[config.mk]
export PLATFORM = sky130hd
export DESIGN_NAME = regfile_write_arbiter_flat
export DESIGN_NICKNAME = d
export VERILOG_FILES = /design/src/rtl/regfile_write_arbiter_if.sv /design/src/rtl/regfile_write_arbiter.sv /design/src/flat_wrapper.sv
export SDC_FILE = /design/constraint.sdc
export NUM_CORES = 1
export LEC_CHECK = 0
export BUFFER_PORTS_ARGS = -buffer_cell sky130_fd_sc_hd__buf_4
export CAP_MARGIN = 30
export CORE_MARGIN = 2
export CORE_UTILIZATION = 56
export DETAILED_ROUTE_END_ITERATION = 8
export PLACE_DENSITY_LB_ADDON = 0.2
export SYNTH_ARGS = -nofsm -noshare
export SYNTH_HDL_FRONTEND = slang
export SYNTH_SLANG_ARGS = --single-unit
[constraint.sdc]
create_clock -name CLK -period 25.3 [get_ports CLK]
set_input_delay 6.325 -clock CLK [delete_from_list [all_inputs] [get_ports CLK]]
set_output_delay 6.325 -clock CLK [all_outputs]
set_load 0.05 [all_outputs]
[src/rtl/regfile_write_arbiter_if.sv]
// Write-side bundle between the host/physics requesters and the register-file write arbiter.
interface regfile_write_arbiter_if #(
    parameter int unsigned ADDR_W = 7
);
    logic              avl_wr_valid;
    logic [ADDR_W-1:0] avl_wr_addr;
    logic [31:0]       avl_wr_data;
    logic [3:0]        avl_wr_be;
    logic              avl_wr_ready;

    logic [1:0]        fsm_we;
    logic [ADDR_W-1:0] fsm_addr1, fsm_addr2, fsm_addr3, fsm_addr4, fsm_addr5, fsm_addr6;
    logic [31:0]       fsm_data1, fsm_data2, fsm_data3, fsm_data4, fsm_data5, fsm_data6;
    logic              fsm_clear;
    logic              fsm_ready;

    logic              rf_we;
    logic [ADDR_W-1:0] rf_addr;
    logic [31:0]       rf_data;
    logic [3:0]        rf_be;

    modport slave (
        input  avl_wr_valid, avl_wr_addr, avl_wr_data, avl_wr_be,
        output avl_wr_ready,
        input  fsm_we,
        input  fsm_addr1, fsm_addr2, fsm_addr3, fsm_addr4, fsm_addr5, fsm_addr6,
        input  fsm_data1, fsm_data2, fsm_data3, fsm_data4, fsm_data5, fsm_data6,
        input  fsm_clear,
        output fsm_ready,
        output rf_we, rf_addr, rf_data, rf_be
    );

    modport master (
        output avl_wr_valid, avl_wr_addr, avl_wr_data, avl_wr_be,
        input  avl_wr_ready,
        output fsm_we,
        output fsm_addr1, fsm_addr2, fsm_addr3, fsm_addr4, fsm_addr5, fsm_addr6,
        output fsm_data1, fsm_data2, fsm_data3, fsm_data4, fsm_data5, fsm_data6,
        output fsm_clear,
        input  fsm_ready,
        input  rf_we, rf_addr, rf_data, rf_be
    );
endinterface

[src/rtl/regfile_write_arbiter.sv]
// Single register-file write port shared between the Avalon host and the physics FSM
// (buffered 6-slot bursts and acceleration-word clearing).
module regfile_write_arbiter #(
    parameter int unsigned ADDR_W   = 7,
    parameter int unsigned RF_SIZE  = 113,
    parameter int unsigned ACC_BASE = 83,
    parameter int unsigned ACC_LEN  = 30
) (
    input  logic                     CLK,
    input  logic                     RESET,
    regfile_write_arbiter_if.slave   bus,
    output logic                     busy,
    output logic                     addr_err
);
    typedef enum logic [1:0] {
        IDLE,
        DRAIN,
        CLEAR
    } state_t;

    localparam logic [ADDR_W:0]   RF_LIMIT  = (ADDR_W+1)'(RF_SIZE);
    localparam logic [ADDR_W-1:0] ACC_FIRST = ADDR_W'(ACC_BASE);
    localparam logic [ADDR_W-1:0] ACC_LAST  = ADDR_W'(ACC_BASE + ACC_LEN - 1);

    state_t            state_q, state_d;
    logic [5:0]        mask_q, mask_d;
    logic              pend_clear_q, pend_clear_d;
    logic [ADDR_W-1:0] cnt_q, cnt_d;
    logic              last_fsm_q, last_fsm_d;

    logic [ADDR_W-1:0] slot_addr_q [6];
    logic [31:0]       slot_data_q [6];
    logic [ADDR_W-1:0] in_addr [6];
    logic [31:0]       in_data [6];
    logic              load_slots;

    logic [2:0]        slot_idx;
    logic              slot_found;
    logic              fsm_pend, avl_grant, fsm_grant, accept;
    logic [5:0]        burst_sel;

    logic              wr_en, wr_bad;
    logic [ADDR_W-1:0] wr_addr;
    logic [31:0]       wr_data;
    logic [3:0]        wr_be;

    always_comb begin
        in_addr = '{bus.fsm_addr1, bus.fsm_addr2, bus.fsm_addr3,
                    bus.fsm_addr4, bus.fsm_addr5, bus.fsm_addr6};
        in_data = '{bus.fsm_data1, bus.fsm_data2, bus.fsm_data3,
                    bus.fsm_data4, bus.fsm_data5, bus.fsm_data6};
    end

    always_comb begin
        slot_idx   = '0;
        slot_found = 1'b0;
        for (int unsigned i = 0; i < 6; i++) begin
            if (mask_q[i] && !slot_found) begin
                slot_idx   = 3'(i);
                slot_found = 1'b1;
            end
        end
    end

    always_comb begin
        case (bus.fsm_we)
            2'd1:    burst_sel = 6'b000111;
            2'd2:    burst_sel = 6'b111000;
            2'd3:    burst_sel = 6'b111111;
            default: burst_sel = 6'b000000;
        endcase
    end

    // Alternation: whoever was granted last yields when both sides contend.
    always_comb begin
        fsm_pend  = (state_q != IDLE);
        avl_grant = !RESET && bus.avl_wr_valid && (!fsm_pend || last_fsm_q);
        fsm_grant = !RESET && fsm_pend && (!bus.avl_wr_valid || !last_fsm_q);
        bus.avl_wr_ready = avl_grant;
        bus.fsm_ready    = !RESET && (state_q == IDLE) && (mask_q == '0);
        busy             = !RESET && ((state_q != IDLE) || pend_clear_q);
        accept = bus.fsm_ready && ((bus.fsm_we != 2'd0) || bus.fsm_clear);
    end

    always_comb begin
        state_d      = state_q;
        mask_d       = mask_q;
        pend_clear_d = pend_clear_q;
        cnt_d        = cnt_q;
        last_fsm_d   = last_fsm_q;
        load_slots   = 1'b0;
        wr_en        = 1'b0;
        wr_addr      = bus.avl_wr_addr;
        wr_data      = bus.avl_wr_data;
        wr_be        = bus.avl_wr_be;

        if (avl_grant) begin
            wr_en      = 1'b1;
            last_fsm_d = 1'b0;
        end

        case (state_q)
            IDLE: begin
                if (accept) begin
                    if (bus.fsm_we != 2'd0) begin
                        load_slots   = 1'b1;
                        mask_d       = burst_sel;
                        pend_clear_d = bus.fsm_clear;
                        state_d      = DRAIN;
                    end else begin
                        cnt_d   = ACC_FIRST;
                        state_d = CLEAR;
                    end
                end
            end
            DRAIN: begin
                if (fsm_grant) begin
                    wr_en      = 1'b1;
                    wr_addr    = slot_addr_q[slot_idx];
                    wr_data    = slot_data_q[slot_idx];
                    wr_be      = 4'hF;
                    last_fsm_d = 1'b1;
                    mask_d     = mask_q & ~(6'b000001 << slot_idx);
                    if (mask_d == '0) begin
                        if (pend_clear_q) begin
                            pend_clear_d = 1'b0;
                            cnt_d        = ACC_FIRST;
                            state_d      = CLEAR;
                        end else begin
                            state_d = IDLE;
                        end
                    end
                end
            end
            CLEAR: begin
                if (fsm_grant) begin
                    wr_en      = 1'b1;
                    wr_addr    = cnt_q;
                    wr_data    = '0;
                    wr_be      = 4'hF;
                    last_fsm_d = 1'b1;
                    if (cnt_q == ACC_LAST) begin
                        state_d = IDLE;
                    end else begin
                        cnt_d = cnt_q + 1'b1;
                    end
                end
            end
            default: state_d = IDLE;
        endcase

        wr_bad = wr_en && ({1'b0, wr_addr} >= RF_LIMIT);
    end

    always_ff @(posedge CLK) begin
        if (RESET) begin
            state_q      <= IDLE;
            mask_q       <= '0;
            pend_clear_q <= 1'b0;
            cnt_q        <= ACC_FIRST;
            last_fsm_q   <= 1'b1;
            bus.rf_we    <= 1'b0;
            bus.rf_addr  <= '0;
            bus.rf_data  <= '0;
            bus.rf_be    <= '0;
            addr_err     <= 1'b0;
        end else begin
            state_q      <= state_d;
            mask_q       <= mask_d;
            pend_clear_q <= pend_clear_d;
            cnt_q        <= cnt_d;
            last_fsm_q   <= last_fsm_d;
            bus.rf_we    <= wr_en && !wr_bad;
            addr_err     <= wr_bad;
            if (wr_en && !wr_bad) begin
                bus.rf_addr <= wr_addr;
                bus.rf_data <= wr_data;
                bus.rf_be   <= wr_be;
            end
        end
    end

    always_ff @(posedge CLK) begin
        if (load_slots) begin
            for (int unsigned i = 0; i < 6; i++) begin
                slot_addr_q[i] <= in_addr[i];
                slot_data_q[i] <= in_data[i];
            end
        end
    end
endmodule

[src/flat_wrapper.sv]
// flat-port wrapper written by rule: the top's interface ports become plain ports
module regfile_write_arbiter_flat 
#(
    parameter int unsigned ADDR_W   = 7,
    parameter int unsigned RF_SIZE  = 113,
    parameter int unsigned ACC_BASE = 83,
    parameter int unsigned ACC_LEN  = 30
)
  (CLK, RESET, busy, addr_err, bus_avl_wr_valid, bus_avl_wr_addr, bus_avl_wr_data, bus_avl_wr_be, bus_avl_wr_ready, bus_fsm_we, bus_fsm_addr1, bus_fsm_addr2, bus_fsm_addr3, bus_fsm_addr4, bus_fsm_addr5, bus_fsm_addr6, bus_fsm_data1, bus_fsm_data2, bus_fsm_data3, bus_fsm_data4, bus_fsm_data5, bus_fsm_data6, bus_fsm_clear, bus_fsm_ready, bus_rf_we, bus_rf_addr, bus_rf_data, bus_rf_be);
  regfile_write_arbiter_if #(.ADDR_W(ADDR_W)) bus_i ();
  input  logic CLK;
  input  logic RESET;
  output logic busy;
  output logic addr_err;
  input wire logic [$bits(bus_i.avl_wr_valid)-1:0] bus_avl_wr_valid;
  input wire logic [$bits(bus_i.avl_wr_addr)-1:0] bus_avl_wr_addr;
  input wire logic [$bits(bus_i.avl_wr_data)-1:0] bus_avl_wr_data;
  input wire logic [$bits(bus_i.avl_wr_be)-1:0] bus_avl_wr_be;
  output wire logic [$bits(bus_i.avl_wr_ready)-1:0] bus_avl_wr_ready;
  input wire logic [$bits(bus_i.fsm_we)-1:0] bus_fsm_we;
  input wire logic [$bits(bus_i.fsm_addr1)-1:0] bus_fsm_addr1;
  input wire logic [$bits(bus_i.fsm_addr2)-1:0] bus_fsm_addr2;
  input wire logic [$bits(bus_i.fsm_addr3)-1:0] bus_fsm_addr3;
  input wire logic [$bits(bus_i.fsm_addr4)-1:0] bus_fsm_addr4;
  input wire logic [$bits(bus_i.fsm_addr5)-1:0] bus_fsm_addr5;
  input wire logic [$bits(bus_i.fsm_addr6)-1:0] bus_fsm_addr6;
  input wire logic [$bits(bus_i.fsm_data1)-1:0] bus_fsm_data1;
  input wire logic [$bits(bus_i.fsm_data2)-1:0] bus_fsm_data2;
  input wire logic [$bits(bus_i.fsm_data3)-1:0] bus_fsm_data3;
  input wire logic [$bits(bus_i.fsm_data4)-1:0] bus_fsm_data4;
  input wire logic [$bits(bus_i.fsm_data5)-1:0] bus_fsm_data5;
  input wire logic [$bits(bus_i.fsm_data6)-1:0] bus_fsm_data6;
  input wire logic [$bits(bus_i.fsm_clear)-1:0] bus_fsm_clear;
  output wire logic [$bits(bus_i.fsm_ready)-1:0] bus_fsm_ready;
  output wire logic [$bits(bus_i.rf_we)-1:0] bus_rf_we;
  output wire logic [$bits(bus_i.rf_addr)-1:0] bus_rf_addr;
  output wire logic [$bits(bus_i.rf_data)-1:0] bus_rf_data;
  output wire logic [$bits(bus_i.rf_be)-1:0] bus_rf_be;
  assign bus_i.avl_wr_valid = bus_avl_wr_valid;
  assign bus_i.avl_wr_addr = bus_avl_wr_addr;
  assign bus_i.avl_wr_data = bus_avl_wr_data;
  assign bus_i.avl_wr_be = bus_avl_wr_be;
  assign bus_avl_wr_ready = bus_i.avl_wr_ready;
  assign bus_i.fsm_we = bus_fsm_we;
  assign bus_i.fsm_addr1 = bus_fsm_addr1;
  assign bus_i.fsm_addr2 = bus_fsm_addr2;
  assign bus_i.fsm_addr3 = bus_fsm_addr3;
  assign bus_i.fsm_addr4 = bus_fsm_addr4;
  assign bus_i.fsm_addr5 = bus_fsm_addr5;
  assign bus_i.fsm_addr6 = bus_fsm_addr6;
  assign bus_i.fsm_data1 = bus_fsm_data1;
  assign bus_i.fsm_data2 = bus_fsm_data2;
  assign bus_i.fsm_data3 = bus_fsm_data3;
  assign bus_i.fsm_data4 = bus_fsm_data4;
  assign bus_i.fsm_data5 = bus_fsm_data5;
  assign bus_i.fsm_data6 = bus_fsm_data6;
  assign bus_i.fsm_clear = bus_fsm_clear;
  assign bus_fsm_ready = bus_i.fsm_ready;
  assign bus_rf_we = bus_i.rf_we;
  assign bus_rf_addr = bus_i.rf_addr;
  assign bus_rf_data = bus_i.rf_data;
  assign bus_rf_be = bus_i.rf_be;
  regfile_write_arbiter #(.ADDR_W(ADDR_W), .RF_SIZE(RF_SIZE), .ACC_BASE(ACC_BASE), .ACC_LEN(ACC_LEN)) u_core (.CLK(CLK), .RESET(RESET), .bus(bus_i), .busy(busy), .addr_err(addr_err));
endmodule
Yosys cells after proc, flatten, opt, wreduce, memory -nomap -nowiden
Memory sizes are Yosys's and may differ from the RTL's.
Index checks and enable logic that the tools add are counted.
{"block": "classes", "n_reduce_logical": 41, "n_shift": 1, "multipliers": 0, "n_eq_ne": 15, "div_mod_pow": 0, "n_bitwise": 2, "order_cmp": 1, "n_mux": 55, "addsub": 1}
{"cell": "two-way mux 32 bit", "count": 2}
{"cell": "case mux 32 bit (2 select lines)", "count": 1}
{"cell": "two-way mux 7 bit", "count": 9}
{"cell": "two-way mux 1 bit", "count": 21}
{"cell": "case mux 7 bit (3 select lines)", "count": 1}
{"cell": "two-way mux 2 bit", "count": 9}
{"cell": "two-way mux 6 bit", "count": 3}
{"cell": "case mux 6 bit (3 select lines)", "count": 1}
{"cell": "logical AND 1 bit", "count": 15}
{"cell": "case mux 7 bit (2 select lines)", "count": 1}
{"cell": "zero test 6 bit", "count": 2}
{"cell": "!= test 2 x 1 -> 1 bit (second input constant)", "count": 6}
{"cell": "case mux 6 bit (2 select lines)", "count": 1}
{"cell": "zero test 1 bit", "count": 10}
{"cell": "AND reduction 5 bit", "count": 2}
{"cell": "two-way mux 4 bit", "count": 2}
{"cell": "AND reduction 8 bit", "count": 1}
{"cell": "adder 7 x 1 -> 7 bit (second input constant)", "count": 1}
{"cell": "equality test 7 bit (second input constant)", "count": 1}
{"cell": ">= comparator 7 bit (second input constant)", "count": 1}
{"cell": "bitwise AND 6 bit", "count": 1}
{"cell": "equality test 2 bit (second input constant)", "count": 3}
{"cell": "two-way mux 3 bit", "count": 2}
{"cell": "!= test 2 bit (second input constant)", "count": 3}
{"cell": "other kinds (11)", "count": 17}
{"block": "totals", "romBits": 0, "regBits": 62, "out_inout_bits": 48, "mem_bits_rw": 234, "wordCells": 128, "latchBits": 0, "inputBits": 283, "memories": 2}
{"memory": "u_core.slot_data_q", "words": 6, "word_bits": 32, "read_ports": 1, "rd_ports_with_merged_regs": 0, "wr": 6, "line": "regfile_write_arbiter.sv:32", "rtl": "logic [31:0] slot_data_q [6];"}
{"memory": "u_core.slot_addr_q", "words": 6, "word_bits": 7, "read_ports": 1, "rd_ports_with_merged_regs": 0, "wr": 6, "line": "regfile_write_arbiter.sv:31", "rtl": "logic [ADDR_W-1:0] slot_addr_q [6];"}

Logic depth before layout (Yosys ltp)
Gate-level depths: netlist of run 1.
{"block": "depth", "ltp_word": 23, "depth_mapped": 13, "ltp_nobuf": 10}

Least setup slack after synthesis of run 1
OpenSTA, ideal clock, no wires.
{"block": "synth_path", "kind": "input to register", "from": "input port RESET", "to": "register u_core.mask_q[0]", "n_path_buf": 0, "stages": 7, "setup_slack_ns": 6.418, "arrival_ns": 18.811, "path_cell_list": "nor2_1 nand4b_1 nor2_1 o22ai_1 nor2_1 nand2_1 a21oi_1"}
{"block": "synth_between", "elab_chain_len": 6, "elab_cells_between_ends": 9, "classes_between": "eq/ne (2); reduce/logical (7)"}
{"element": "start, declared", "line": "flat_wrapper.sv:12", "rtl": "input logic RESET;"}
{"element": "zero test 1 bit", "line": "regfile_write_arbiter.sv:78, regfile_write_arbiter.sv:80"}
{"element": "logical AND 1 bit (2 in a row)", "line": "regfile_write_arbiter.sv:80", "rtl": "bus.fsm_ready = !RESET && (state_q == IDLE) && (mask_q == '0);"}
{"element": "logical AND 1 bit", "line": "regfile_write_arbiter.sv:82", "rtl": "accept = bus.fsm_ready && ((bus.fsm_we != 2'd0) || bus.fsm_clear);"}
{"element": "!= test 2 x 1 -> 1 bit (no line)"}
{"element": "AND reduction 4 bit (no line)"}
{"element": "end signal, assigned", "line": "regfile_write_arbiter.sv:169", "rtl": "mask_q <= mask_d;"}
{"element": "end, declared", "line": "regfile_write_arbiter.sv:26", "rtl": "logic [5:0] mask_q, mask_d;"}
Parallel ways exist; a longest one is shown, timed or not.
A chain may end at the register's enable or synchronous reset.

Worst setup path in the final report of run 1
{"block": "layout_path", "from": "input port RESET", "to": "output port bus_fsm_ready"}
{"block": "layout_between", "elab_chain_len": 3}
{"element": "zero test 1 bit", "line": "regfile_write_arbiter.sv:80"}
{"element": "logical AND 1 bit (2 in a row)", "line": "regfile_write_arbiter.sv:80"}
{"element": "end, declared", "line": "flat_wrapper.sv:34", "rtl": "output wire logic [$bits(bus_i.fsm_ready)-1:0] bus_fsm_ready;"}
No other way between the ends.

==> results.json, run 1 <==
{
  "power_density_nw_per_um2": 122,
  "rsz0062_at_grt": "no",
  "nNetsFinal": 1443,
  "clock_sinks": 296,
  "n_fill_cell": 1350,
  "detail_route.wl_per_cell_um": 22.5,
  "fin_crit_ns": 13.50,
  "ys_seq_area_frac": 0.696,
  "grtUsageMet1": 0.342,
  "dp_hpwl_um": 21800,
  "initial_core_util": 0.569,
  "numCtsBuffers": 30,
  "critPathMaxFanout": 22,
  "synth_area_leaders": "edfxtp_1, dfxtp_1, mux2i_1",
  "relSlewSlack": 0.313,
  "io_pins": 331,
  "clk_path_buf_depth": 3,
  "cts_max_level": 1,
  "yosysUniqueCellTypes": 68,
  "status": "finished clean",
  "cap_violations": 0,
  "ctsHoldBuffers": 0,
  "cts-root-buf": "clkbuf_16",
  "syn_area_um2": 11900,
  "synth_nets": 1118,
  "dieArea_um2": 22400,
  "die_x_um": 150,
  "skew_ns": 0.0287,
  "fmax_mhz": 74.1,
  "clkTransAtPathRegs_ns": 0.06,
  "ant_nets": 0,
  "routed_wl_um": 32700,
  "via_count": 8494,
  "timing.final.ws_setup_ns": 11.80,
  "fin_setup_tns_ns": 0,
  "antenna_cells": 0,
  "dpl.cell_count": 1395,
  "grtUsageMet2": 0.482,
  "cp.required_ns": 18.98,
  "synth_cells": 829,
  "grt_pass1_vias": 8646,
  "power_w": 0.00189,
  "grt.overflow.total": 0,
  "synth_top_area_cell": "edfxtp_1",
  "drive_gt1_frac": 0.347,
  "async_flop_share": 0,
  "routed_via_density": 5.85,
  "synth_ff_type": "edfxtp_1",
  "grt_max_degree": 87,
  "rows": 53,
  "worstMarginPinSlew_ns": 1.03,
  "peakVddDrop_mv": 0.0769,
  "die_h_um": 150,
  "areaGrowthSynthToFinish_pct": 30.9,
  "coreArea_um2": 20900,
  "clock_latency_ns": 0.56,
  "grt_use_total": 0.287,
  "setup_viol": 0,
  "synth_top_cell_area_share": 0.592,
  "cp-start-kind": "input pin",
  "crit_type": "input pin to output port",
  "maxSlewViolCount": 0,
  "hold_class": "register to register",
  "synth.avg_cell_area_um2": 14.3,
  "antenna_found_initial": 0,
  "io_buffer_count": 330,
  "leakage_nw": 5.88,
  "grt_pass1_wl_um": 48200,
  "finalNonFillerCells": 1452,
  "finalCritPeriodShare": 0.534,
  "final_hold_viol_count": 0,
  "grt_use_met3": 0.0945,
  "yosysWarningCount": 0,
  "post_cts_resize_count": 0,
  "drc": 0,
  "drtIter0Drc": 492,
  "critical_path_arrival_ns": 7.17,
  "grt.busiest_layer": "met2",
  "post-cts-setup-buffer-count": 0,
  "ys_seq_elements": 296,
  "post-place-ws_ns": 11.80,
  "synth_edf_count": 234,
  "crit_path_end_kind": "output port",
  "firstDrtPassIters": 6,
  "cts_tree": "yes",
  "final_core_util": 0.744,
  "gp_congestion": 0.909
}
==> cell families (layout without fill, tap and decap cells) <==
family                   count (synthesis)  after routing  synth area share
AND/OR/NAND/NOR                        150            150            0.0638
multiplexers                            72             72            0.0607
flip-flops                             296            296             0.696
XOR/XNOR                                 4              4           0.00295
buffers and inverters                   69            417            0.0280
adder cells (fa/ha/maj)                  7              7           0.00716
AO/OA/AOI/OAI                          231            231             0.141
==> path summary, 6_finish.rpt <==
check	end	slack (ns)	cells past startpoint	startpoint
hold / removal	u_core.bus.rf_data[2]	0.46	2	u_core.bus.rf_data[2]
setup reg to reg	u_core.bus.rf_be[1]	21.19	10	u_core.state_q[1]
hold reg to reg	u_core.bus.rf_data[2]	0.46	2	u_core.bus.rf_data[2]
setup / recovery	bus_fsm_ready	11.80	5	RESET
==> layout make-up <==
type	count	area, um^2	area share
Inverter	19	71.3	0.00459
Clock inverter	10	111	0.00716
Clock buffer	45	827	0.0532
Sequential cell	296	8270	0.532
Timing Repair Buffer	343	2620	0.168
Tap cell	275	344	0.0221
Multi-Input combinational cell	464	3310	0.213
==> cell usage after synthesis (2+ instances only) <==
master     count
o2111ai_1      4
buf_1          4
a22o_1         4
a22oi_1       32
nand3_1       11
and3_1         3
a211oi_1       3
nor3_1         2
nand4_1        3
mux2i_1       72
ha_1           6
nor2_2         3
buf_2          5
inv_1         19
clkbuf_1      35
o221ai_1      35
buf_6          2
a21oi_1       20
a21o_1         3
a31oi_1        2
xor2_1         4
nand2b_1       3
o21a_1         2
a221oi_1       2
a211o_1        3
and2_1         4
or4_1          2
nor3b_1        6
nor2_1        30
nor2b_1        8
buf_12         3
edfxtp_1     234
o211ai_1       4
dfxtp_1       62
o221a_2        5
o21ai_0       29
a211oi_2       2
o22ai_1       65
nand2_1       64
==> worst max-delay path, cell delays in order <==
cell	delay (ns)
buf_4	0.19
nor2_1	0.11
nand4b_1	0.21
inv_1	0.13
buf_4	0.20
==> state kept, by name (all words and copies together) (netlist names) <==
register,cells
u_core.bus.rf_be,4
u_core.cnt_q,7
u_core.pend_clear_q,1
u_core.last_fsm_q,1
u_core.slot_data_q,192
u_core.bus.rf_we,1
u_core.bus.rf_data,32
u_core.slot_addr_q,42
u_core.mask_q,6
u_core.state_q,2
u_core.bus.rf_addr,7
u_core.addr_err,1
==> where the power goes <==
group,internal [W],leakage (nW),total [W],switching [W]
Sequential,0.000702,2.68,0.000758,0.0000558
Combinational,0.000249,2.75,0.000710,0.000462
Clock,0.000245,0.455,0.000423,0.000178
Total,0.00120,5.88,0.00189,0.000695
==> cell usage in the layout (no fill, tap or decap), drive strengths merged, types with 5 or more instances in the layout <==
master	synthesis	final
a211oi	6	6
a21oi	21	21
a22oi	32	32
buf	15	343
clkbuf	35	45
clkinv	0	8
dfxtp	62	62
edfxtp	234	234
ha	6	6
inv	19	19
mux2i	72	72
nand2	64	64
nand3	11	11
nor2	34	34
nor2b	8	8
nor3b	6	6
o21ai	29	29
o221a	5	5
o221ai	35	35
o22ai	65	65
==> per-stage QoR <==
step / area (um^2) / hold slack, ns
5_1_grt: 15500 / 0.475
2_1_floorplan: 11900 / 0.461
4_1_cts: 15500 / 0.463
3_5_place_dp: 14600 / 0.448
6_report: 15500 / 0.461
3_3_place_gp: 14600 / 0.443
==> routing by layer <==
layer	up-vias	part of all wire
met2	435	0.50
li1	3927	-
met5	-	0
met4	0	0.041
met1	4056	0.36
met3	76	0.11
Power figures use the tool's default switching activity.
==> run 2, diff against run 1 <==
ABC_AREA = 1   (was unset)
CORE_UTILIZATION = 53   (was 56)
clock period = 13.05 ns   (was 25.3 ns; I/O delays follow)
==> results.json, run 2 <==
{
  "dieArea_um2": 24500,
  "io_buffer_count": 330,
  "die_x_um": 157,
  "routed_wl_um": 33800,
  "route.met2.wl_um": 16700,
  "synth_cells": 1087,
  "grt_use_total": 0.273,
  "yosys-top-cells-count": "edfxtp_1, nand2_1, o21ai_0",
  "cp-start-kind": "input pin",
  "final_area_um2": 16100,
  "fin_setup_tns_ns": 0,
  "cp_num_cells": 5,
  "die_h_um": 157,
  "hold_class": "register to register",
  "clock_sinks": 296,
  "fmax_mhz": 125,
  "cp-startpoint": "RESET",
  "most-common-layout-cells": "buf_4, edfxtp_1, nand2_1",
  "areaGrowthSynthToFinish_pct": 30.6,
  "power_density_nw_per_um2": 219,
  "async_flop_share": 0,
  "grt.overflow.total": 0,
  "largest_registers": "u_core.slot_data_q (192), u_core.slot_addr_q (42), u_core.bus.rf_data (32)",
  "grt_pass1_vias": 9371,
  "grt_pass1_wl_um": 50400,
  "firstDrtPassIters": 5,
  "synthMostInstantiatedCell": "edfxtp_1",
  "crit_type": "input pin to output port",
  "worstMarginPinSlew_ns": 0.910,
  "synth.avg_cell_area_um2": 11.4,
  "cap_violations": 0,
  "yosysWarningCount": 0,
  "syn_area_um2": 12300,
  "drtIter0Drc": 792,
  "whs_ns": 0.474,
  "cp.required_ns": 9.79,
  "synth_area_leaders": "edfxtp_1, dfxtp_1, o21ai_0",
  "ys_seq_area_frac": 0.670,
  "cts_max_level": 1,
  "cpMaxStageDelayCell": "inv_2",
  "rsz0062_at_grt": "no",
  "timing.critical_path.mode_cell": "buf_4",
  "peakVddDrop_mv": 0.125,
  "wl_met3_um": 2630,
  "worstReg2RegEnd": "u_core.bus.rf_data[10]",
  "clkTransAtPathRegs_ns": 0.06,
  "ys_seq_elements": 296,
  "setup_viol": 0,
  "post_cts_resize_count": 0,
  "relSlewSlack": 0.393,
  "final_hold_viol_count": 0,
  "synth_top_cell_area_share": 0.569,
  "gp_congestion": 0.875,
  "drt-met1-wl_um": 12900,
  "nNetsFinal": 1686,
  "cp_cell_sequence": "buf_4, inv_2, nand4_1, inv_1, buf_4",
  "cts_tree": "yes",
  "leakage_nw": 6.42,
  "dp_hpwl_um": 22800,
  "io_pins": 331,
  "antenna_found_initial": 2,
  "coreArea_um2": 22800,
  "finalCritPeriodShare": 0.612,
  "ctsHoldBuffers": 0,
  "critPathMaxFanout": 46,
  "maxSlewViolCount": 0,
  "timing.rr.start": "u_core.state_q[1]",
  "largest_reg_flops": 192,
  "status": "finished clean",
  "power_w": 0.00353,
  "post-cts-setup-buffer-count": 0,
  "synth_ff_type": "edfxtp_1",
  "yosysUniqueCellTypes": 47,
  "detail_route.wl_per_cell_um": 19.5,
  "r2r_cells": 12,
  "cp-endpoint": "bus_fsm_ready",
  "critical_path.max_stage_delay_ns": 0.62,
  "initial_core_util": 0.542,
  "routed_via_density": 5.44,
  "n_fill_cell": 1628,
  "fin_crit_ns": 7.99,
  "clock_latency_ns": 0.57,
  "crit_family": "buffers and inverters",
  "crit_path_end_kind": "output port",
  "clk_path_buf_depth": 3,
  "grt_max_degree": 84,
  "via_count": 9450,
  "skew_ns": 0.0187,
  "regMostFlops": "u_core.slot_data_q",
  "synth_top_area_cell": "edfxtp_1",
  "ant_nets": 0,
  "highest_layer": "met5",
  "critical_path_arrival_ns": 4.72,
  "crit_buf_inv": 4,
  "synth_nets": 1376,
  "drc": 0,
  "rows": 55,
  "cts-root-buf": "clkbuf_16",
  "synth_edf_count": 234,
  "final_common_cell": "buf_4",
  "drive_gt1_frac": 0.315,
  "rrSetupSlack_ns": 8.85,
  "placed_cell_area_um2": 15000,
  "numCtsBuffers": 31
}
==> run 2: changes by cell type in the layout (fill, tap and decap cells not counted), moves of 15 or more <==
cell,previous run,this run
nor2_1,29,92
o21ai_0,29,108
o221ai_1,35,0
mux2i_1,72,11
nor3_1,2,17
o21ai_1,0,21
o22ai_1,65,41
inv_1,19,63
a21oi_1,20,40
nand3_1,11,67
a22oi_1,32,0
nand2_1,63,135
or2_2,1,26
==> run 2: metrics by stage <==
step                      worst slack (ns)  instances   util
after global routing                  4.98       1736  0.708
final                                 5.06       1736  0.708
after floorplan                       2.96       1087      -
after CTS                             5.03       1732  0.704
after global placement                5.05       1674  0.657
after detailed placement              5.03       1674  0.657
==> run 2: kinds of logic after synthesis <==
family | share of synthesized area
simple gates | 0.147
flops | 0.670
compound gates | 0.117
buf+inv | 0.0497
mux | 0.00892
fa+ha+maj | 0.00608
xor+xnor | 0.00142
==> run 2: area by class of cell <==
cell class / count / area [um^2] / share of cell area
Antenna cell: 1 / 2.50 / 0.000155
Clock buffer: 43 / 917 / 0.0569
Clock inverter: 15 / 163 / 0.0101
Inverter: 67 / 251 / 0.0156
Multi-Input combinational cell: 657 / 3490 / 0.217
Sequential cell: 296 / 8270 / 0.513
Tap cell: 313 / 392 / 0.0243
Timing Repair Buffer: 344 / 2640 / 0.163
==> run 2: worst min-delay path, cell delays in order, from the launching register on <==
cell     delay, ns
dfxtp_1       0.31
nand3_1       0.07
o21ai_1       0.05
==> run 2: worst min path at each step <==
stage / start / to / slack, ns / depth (start not counted)
after floorplan: u_core.pend_clear_q / u_core.pend_clear_q / 0.45 / 2
after global placement: u_core.pend_clear_q / u_core.pend_clear_q / 0.46 / 2
after detailed placement: u_core.bus.rf_data[14] / u_core.bus.rf_data[14] / 0.47 / 2
after CTS: u_core.bus.rf_data[14] / u_core.bus.rf_data[14] / 0.48 / 2
after global routing: u_core.bus.rf_data[28] / u_core.bus.rf_data[28] / 0.49 / 2
final: u_core.bus.rf_data[3] / u_core.bus.rf_data[3] / 0.47 / 2
==> run 2: routing by layer <==
layer,track usage,up-vias
met4,0.128,2
met2,0.465,446
met3,0.0474,88
met1,0.343,4391
met5,0,-
li1,-,4523
==> run 2: power by group <==
part	switching [W]	internal, W	leakage [nW]
Clock	0.000362	0.000551	0.542
Sequential	0.0000870	0.00129	2.65
Combinational	0.000854	0.000383	3.22
Total	0.00130	0.00222	6.42
